File: src/rtl/lc4_issue_ctrl.sv
// Issue/hazard controller for the LC4 decode stage: tracks one in-flight ECC op,
// blocks RAW/WAW and structural conflicts, and inserts bubbles after control ops.
module lc4_issue_ctrl #(
  parameter int MULTI_LAT    = 4,
  parameter int CTRL_BUBBLES = 2
) (
  input  logic        clk,
  input  logic        rst,
  input  logic        id_valid,
  input  logic [4:0]  id_r1sel,
  input  logic        id_r1re,
  input  logic [4:0]  id_r2sel,
  input  logic        id_r2re,
  input  logic [4:0]  id_wsel,
  input  logic        id_regfile_we,
  input  logic        id_is_multi,
  input  logic        id_is_control,
  output logic        issue_fire,
  output logic        id_stall,
  output logic        flush,
  output logic        ecc_start,
  output logic        ecc_done,
  output logic [4:0]  ecc_wsel,
  output logic        ecc_we,
  output logic        busy,
  output logic [15:0] issue_cnt,
  output logic [15:0] stall_cnt
);

  // state  | meaning
  // RUN    | normal issue, only hazards can stall
  // BUBBLE | post-control-op window, issue blocked and fetch flushed

  typedef enum logic {RUN, BUBBLE} state_e;

  localparam logic [3:0] LAT = 4'(MULTI_LAT);
  localparam logic [2:0] BUB = 3'(CTRL_BUBBLES);

  state_e      state_q, state_d;
  logic [2:0]  bub_q, bub_d;
  logic [3:0]  ecc_cnt_q, ecc_cnt_d;
  logic [4:0]  ecc_wsel_q, ecc_wsel_d;
  logic        ecc_we_q, ecc_we_d;
  logic        ecc_done_q, ecc_done_d;
  logic [15:0] issue_cnt_q, issue_cnt_d;
  logic [15:0] stall_cnt_q, stall_cnt_d;
  logic        raw, structural;

  always_comb begin
    busy       = (ecc_cnt_q != 4'd0);
    raw        = busy & ecc_we_q &
                 ((id_r1re & (id_r1sel == ecc_wsel_q)) |
                  (id_r2re & (id_r2sel == ecc_wsel_q)) |
                  (id_regfile_we & (id_wsel == ecc_wsel_q)));
    structural = busy & id_is_multi;
    flush      = (state_q == BUBBLE);
    id_stall   = id_valid & (flush | raw | structural);
    issue_fire = id_valid & ~id_stall;
    ecc_start  = issue_fire & id_is_multi;
  end

  always_comb begin
    state_d     = state_q;
    bub_d       = bub_q;
    ecc_cnt_d   = ecc_cnt_q;
    ecc_wsel_d  = ecc_wsel_q;
    ecc_we_d    = ecc_we_q;
    ecc_done_d  = 1'b0;
    issue_cnt_d = issue_cnt_q;
    stall_cnt_d = stall_cnt_q;

    // A start can only happen while idle, since a multi op stalls whenever busy.
    if (ecc_start) begin
      ecc_cnt_d  = LAT;
      ecc_wsel_d = id_wsel;
      ecc_we_d   = id_regfile_we;
    end else if (ecc_cnt_q > 4'd1) begin
      ecc_cnt_d = ecc_cnt_q - 4'd1;
    end else if (ecc_cnt_q == 4'd1) begin
      ecc_cnt_d  = 4'd0;
      ecc_done_d = 1'b1;
    end

    case (state_q)
      RUN: begin
        if (issue_fire && id_is_control) begin
          state_d = BUBBLE;
          bub_d   = BUB;
        end
      end
      BUBBLE: begin
        if (bub_q <= 3'd1) begin
          state_d = RUN;
          bub_d   = 3'd0;
        end else begin
          bub_d = bub_q - 3'd1;
        end
      end
      default: begin
        state_d = RUN;
        bub_d   = 3'd0;
      end
    endcase

    if (issue_fire && (issue_cnt_q != 16'hFFFF)) issue_cnt_d = issue_cnt_q + 16'd1;
    if (id_stall && (stall_cnt_q != 16'hFFFF)) stall_cnt_d = stall_cnt_q + 16'd1;
  end

  always_ff @(posedge clk) begin
    if (rst) begin
      state_q     <= RUN;
      bub_q       <= 3'd0;
      ecc_cnt_q   <= 4'd0;
      ecc_wsel_q  <= 5'd0;
      ecc_we_q    <= 1'b0;
      ecc_done_q  <= 1'b0;
      issue_cnt_q <= 16'd0;
      stall_cnt_q <= 16'd0;
    end else begin
      state_q     <= state_d;
      bub_q       <= bub_d;
      ecc_cnt_q   <= ecc_cnt_d;
      ecc_wsel_q  <= ecc_wsel_d;
      ecc_we_q    <= ecc_we_d;
      ecc_done_q  <= ecc_done_d;
      issue_cnt_q <= issue_cnt_d;
      stall_cnt_q <= stall_cnt_d;
    end
  end

  assign ecc_done  = ecc_done_q;
  assign ecc_wsel  = ecc_wsel_q;
  assign ecc_we    = ecc_we_q;
  assign issue_cnt = issue_cnt_q;
  assign stall_cnt = stall_cnt_q;

endmodule

File: config.mk
export PLATFORM = sky130hd
export DESIGN_NAME = lc4_issue_ctrl
export DESIGN_NICKNAME = d
export VERILOG_FILES = /design/src/rtl/lc4_issue_ctrl.sv
export SDC_FILE = /design/constraint.sdc
export NUM_CORES = 1
export LEC_CHECK = 0
export CAP_MARGIN = 20
export CORE_AREA = 4 4 77 79
export CTS_BUF_LIST = sky130_fd_sc_hd__clkbuf_8
export DETAILED_ROUTE_END_ITERATION = 8
export DIE_AREA = 0 0 81 83
export PLACE_DENSITY_LB_ADDON = 0.1
export SYNTH_ARGS = -nofsm -noshare
export SYNTH_HDL_FRONTEND = slang
export SYNTH_SLANG_ARGS = --single-unit
File: constraint.sdc
create_clock -name clk -period 4.3 [get_ports clk]
set_clock_uncertainty 0.15 [all_clocks]
set_input_delay 1.29 -clock clk [delete_from_list [all_inputs] [get_ports clk]]
set_output_delay 1.29 -clock clk [all_outputs]
set_load 0.03 [all_outputs]
==> results.txt <==
The share of the yosys chip area belonging to registers is 0.367. The maximum number of pins on one net before global-route repair came out at 36. The overall die height is 83 µm. Max-cap violations in this run came to 0. The maximum level of the CTS H-tree came out at 2. The setup path with the least slack is of type primary input to output port. The ratio of total power to cell area came out at 389 nW/µm². The detail-routed net length per standard cell is 13.9 µm. The mapped cell area is 2560 µm². The via count of the first global-routing pass was 2237. Hold is met by 0.348 ns.

STA classifies the critical path endpoint as an output port. The largest fanout of any net on the critical path came out at 4. The aggregate routed wire length came out at 6240 µm. The top flip-flop cell by instance count after synthesis is sky130_fd_sc_hd__dfxtp_1. For this run, the post-layout net count is 403. The setup violation total in the final timing report is 0. Dividing the final minimum period by the clock period gives 0.985.

The async set or reset register ratio after synthesis came out at 0. The top-level I/O count came out at 67. After legalization and detailed placement, the total HPWL measured 4500 µm. The number of antenna violations at the first check in global routing is 0.

The number of clock buffers inserted by TritonCTS came out at 5. For this configuration, the core starts out at a cell density of 0.480. The transition at the pin with the smallest max-transition slack came out at 0.602 ns. The layout overhead on the synthesized area came out at 36.1%.

Data on the critical path is required at its endpoint by 2.86 ns. The number of nets with antenna violations after detailed routing is 0. The path class of the tightest hold or removal check is register to register. In this run the tightest slew margin relative to its limit is 0.598. After clock tree synthesis, the flow added hold-fix buffers numbering 0. The clock period minus final worst setup slack is 4.24 ns. The die area came out at 6720 µm².

The net count of the mapped netlist came out at 337. In this run the standard cell core region covers 5340 µm². The port buffer count is 66. Yosys printed 0 warnings. The iteration-0 DRC count of the detailed router is 99.

Setup repair after global routing left no endpoint under its margin. The number of hold violations in the final report is 0. The post-layout worst setup margin is 0.0628 ns. The total congestion overflow after global routing came out at 0. Synthesis produced a netlist whose cell count is 309. The global-route wire length before repair is 10200 µm. The antenna diode instance count is 0. The upper clock frequency limit came out at 236 MHz. The clock edge transition at the registers on the reported setup and hold paths is 0.10 ns. The maximum root-to-sink buffer count is 2. The initialized floorplan defines 27 standard-cell rows.

The ratio of routed vias to standard cells is 5.52. The number of max-slew violations in the final report came out at 0. The placer congestion estimate came out at 0.781. The die boundary width is 81 µm. The global-route usage over all layers came out at 0.187. The insertion delay to the later sink of the worst-skew pair is 0.31 ns. The number of enable-type register cells in the synthesized netlist is 0. The proportion of layout cells with a drive suffix above 1 is 0.114. The data arrival time at the worst-slack endpoint came out at 2.80 ns. The post-detailed-route DRC marker count came out at 0. CTS saw 47 sinks. The storage element area is 941 µm². The setup total negative slack came out at 0 ns. STA classifies the critical path startpoint as a primary input. The worst-case IR drop observed on VDD is 346 µV. The TritonCTS clock tree is built. The number of flip-flops and latches in the synthesized netlist is 47. The fill cell instance count of the final layout is 497. Summed over all cells, the static leakage comes to 1.25 nW.

The root buffer cell chosen for the clock tree is sky130_fd_sc_hd__clkbuf_8. The routed layout has 2472 vias. The placed standard-cell area is 3290 µm². Counting distinct cell types in the post-synthesis netlist gives 40. Averaged over all synthesized cells, the footprint is 8.29 µm². At the placement stage, the worst setup path has a slack of -0.141 ns. The summed area of non-filler cells in the final layout came out at 3490 µm². The flow ran to the end, and the final reports show no timing, DRC or antenna violations.

The multi-input combinational cells in the finished layout cover a total of 1570 µm². The first-pass iteration count of the detailed router is 4.
==> cell type report <==
class                   instances  share of cell area
well taps                      72              0.0258
repair buffers                 75               0.211
clock inverters                 3              0.0126
multi-input cells             236               0.450
flip-flops and latches         47               0.270
inverters                      10              0.0108
clock buffers                   5              0.0197
==> power by group <==
group / leakage, nW / internal [mW] / switching [mW]
Combinational: 0.812 / 0.202 / 0.306
Sequential: 0.380 / 0.472 / 0.0483
Clock: 0.0581 / 0.173 / 0.157
Total: 1.25 / 0.847 / 0.511
==> worst max-delay path, stage by stage <==
cell	delay (ns)
sky130_fd_sc_hd__clkdlybuf4s50_1	0.47
sky130_fd_sc_hd__nand4_1	0.15
sky130_fd_sc_hd__nor4_4	0.48
sky130_fd_sc_hd__nor4_4	0.08
sky130_fd_sc_hd__and2_4	0.19
sky130_fd_sc_hd__buf_6	0.13
==> Yosys cell counts (2+ instances only) <==
cell type                  count  share of area
sky130_fd_sc_hd__dfxtp_1      47           0.37
sky130_fd_sc_hd__a21oi_1      28          0.055
sky130_fd_sc_hd__nor2_1       27          0.040
sky130_fd_sc_hd__nand2_1      19          0.028
sky130_fd_sc_hd__nand4_1      15          0.037
sky130_fd_sc_hd__o21ai_0      14          0.027
sky130_fd_sc_hd__nor3_1       13          0.025
sky130_fd_sc_hd__clkbuf_1     11          0.016
sky130_fd_sc_hd__o31ai_1      11          0.032
sky130_fd_sc_hd__or4_1        11          0.032
sky130_fd_sc_hd__xnor2_1      11          0.038
sky130_fd_sc_hd__inv_1        10          0.015
sky130_fd_sc_hd__nand3_1      10          0.020
sky130_fd_sc_hd__mux2i_1       8          0.031
sky130_fd_sc_hd__nor2b_1       8          0.020
sky130_fd_sc_hd__and3_1        7          0.017
sky130_fd_sc_hd__mux2_2        7          0.031
sky130_fd_sc_hd__or3_1         6          0.015
sky130_fd_sc_hd__ha_1          5          0.024
sky130_fd_sc_hd__or3_2         4          0.012
sky130_fd_sc_hd__xor2_1        4          0.014
sky130_fd_sc_hd__and4_1        3          0.010
sky130_fd_sc_hd__nor4_1        3         0.0073
sky130_fd_sc_hd__nor4_2        3          0.015
sky130_fd_sc_hd__o21a_1        3         0.0088
sky130_fd_sc_hd__a31o_2        2         0.0068
sky130_fd_sc_hd__and2_1        2         0.0049
sky130_fd_sc_hd__buf_2         2         0.0039
sky130_fd_sc_hd__buf_6         2         0.0088
sky130_fd_sc_hd__nand2b_1      2         0.0049
sky130_fd_sc_hd__o31a_1        2         0.0068
==> kinds of logic (layout without fill, tap and decap cells) <==
| kind of cell | Yosys count | after routing | share of synthesized area |
|---|---|---|---|
| DFF | 47 | 47 | 0.367 |
| buffers and inverters | 26 | 93 | 0.0449 |
| AOI/OAI and AO/OA | 65 | 65 | 0.152 |
| and+or+nand+nor | 136 | 136 | 0.298 |
| xor gates and xnor gates | 15 | 15 | 0.0513 |
| muxes | 15 | 15 | 0.0620 |
| adders and majority gates | 5 | 5 | 0.0244 |
==> routing by layer <==
layer  up-vias  track usage  wire length (µm)
met3         7       0.0586               408
met4         0       0.0461                67
met2        62        0.308              2920
met1      1134        0.234              2850
li1       1269            -                 -
met5         -            0                 0
==> cells in the final DEF (no fill, tap or decap), types with 3 or more instances in the layout <==
| cell | count |
|---|---|
| sky130_fd_sc_hd__ha_1 | 5 |
| sky130_fd_sc_hd__xnor2_1 | 11 |
| sky130_fd_sc_hd__o21a_1 | 3 |
| sky130_fd_sc_hd__buf_4 | 10 |
| sky130_fd_sc_hd__o31ai_1 | 11 |
| sky130_fd_sc_hd__mux2i_1 | 8 |
| sky130_fd_sc_hd__nor3_1 | 13 |
| sky130_fd_sc_hd__and4_1 | 3 |
| sky130_fd_sc_hd__a21oi_1 | 28 |
| sky130_fd_sc_hd__nor4_4 | 3 |
| sky130_fd_sc_hd__nand2_1 | 19 |
| sky130_fd_sc_hd__o21ai_0 | 14 |
| sky130_fd_sc_hd__or3_2 | 4 |
| sky130_fd_sc_hd__nand4_1 | 15 |
| sky130_fd_sc_hd__dfxtp_1 | 47 |
| sky130_fd_sc_hd__nor2b_1 | 8 |
| sky130_fd_sc_hd__dlymetal6s2s_1 | 6 |
| sky130_fd_sc_hd__mux2_2 | 7 |
| sky130_fd_sc_hd__and3_1 | 7 |
| sky130_fd_sc_hd__or4_1 | 11 |
| sky130_fd_sc_hd__inv_1 | 10 |
| sky130_fd_sc_hd__nor4_1 | 3 |
| sky130_fd_sc_hd__or3_1 | 6 |
| sky130_fd_sc_hd__nor2_1 | 27 |
| sky130_fd_sc_hd__clkdlybuf4s50_1 | 55 |
| sky130_fd_sc_hd__nand3_1 | 10 |
| sky130_fd_sc_hd__clkbuf_8 | 5 |
==> flip-flops by register name (all words and copies together) (netlist names) <==
name       flops
ecc_wsel       5
stall_cnt     16
flush          1
bub_q          3
ecc_cnt_q      4
ecc_we         1
issue_cnt     16
ecc_done       1
==> stage by stage <==
stage               total power, mW   util  cells
floorplan                     0.877      -    309
global placement               1.01  0.617    439
detailed placement             1.02  0.617    439
CTS                            1.36  0.645    448
global route                   1.43  0.653    448
finish                         1.36  0.653    448
==> path summary, 6_finish.rpt <==
kind | startpoint | slack (ns) | depth (start not counted) | end
worst min-delay path | stall_cnt[9] | 0.35 | 2 | stall_cnt[9]
worst max-delay path | id_r1re | 0.06 | 6 | issue_fire
worst min register to register | stall_cnt[9] | 0.35 | 2 | stall_cnt[9]
worst max register to register | ecc_cnt_q[0] | 1.09 | 9 | issue_cnt[10]
==> repair_timing <==
| action | in CTS | in global routing |
|---|---|---|
| resized for setup | 6 | 10 |
| setup buffers | 1 | 0 |
| pin swaps | 6 | 10 |
| setup endpoints to repair | 2 | 2 |
No activity file was read; power rests on OpenSTA's default activity.
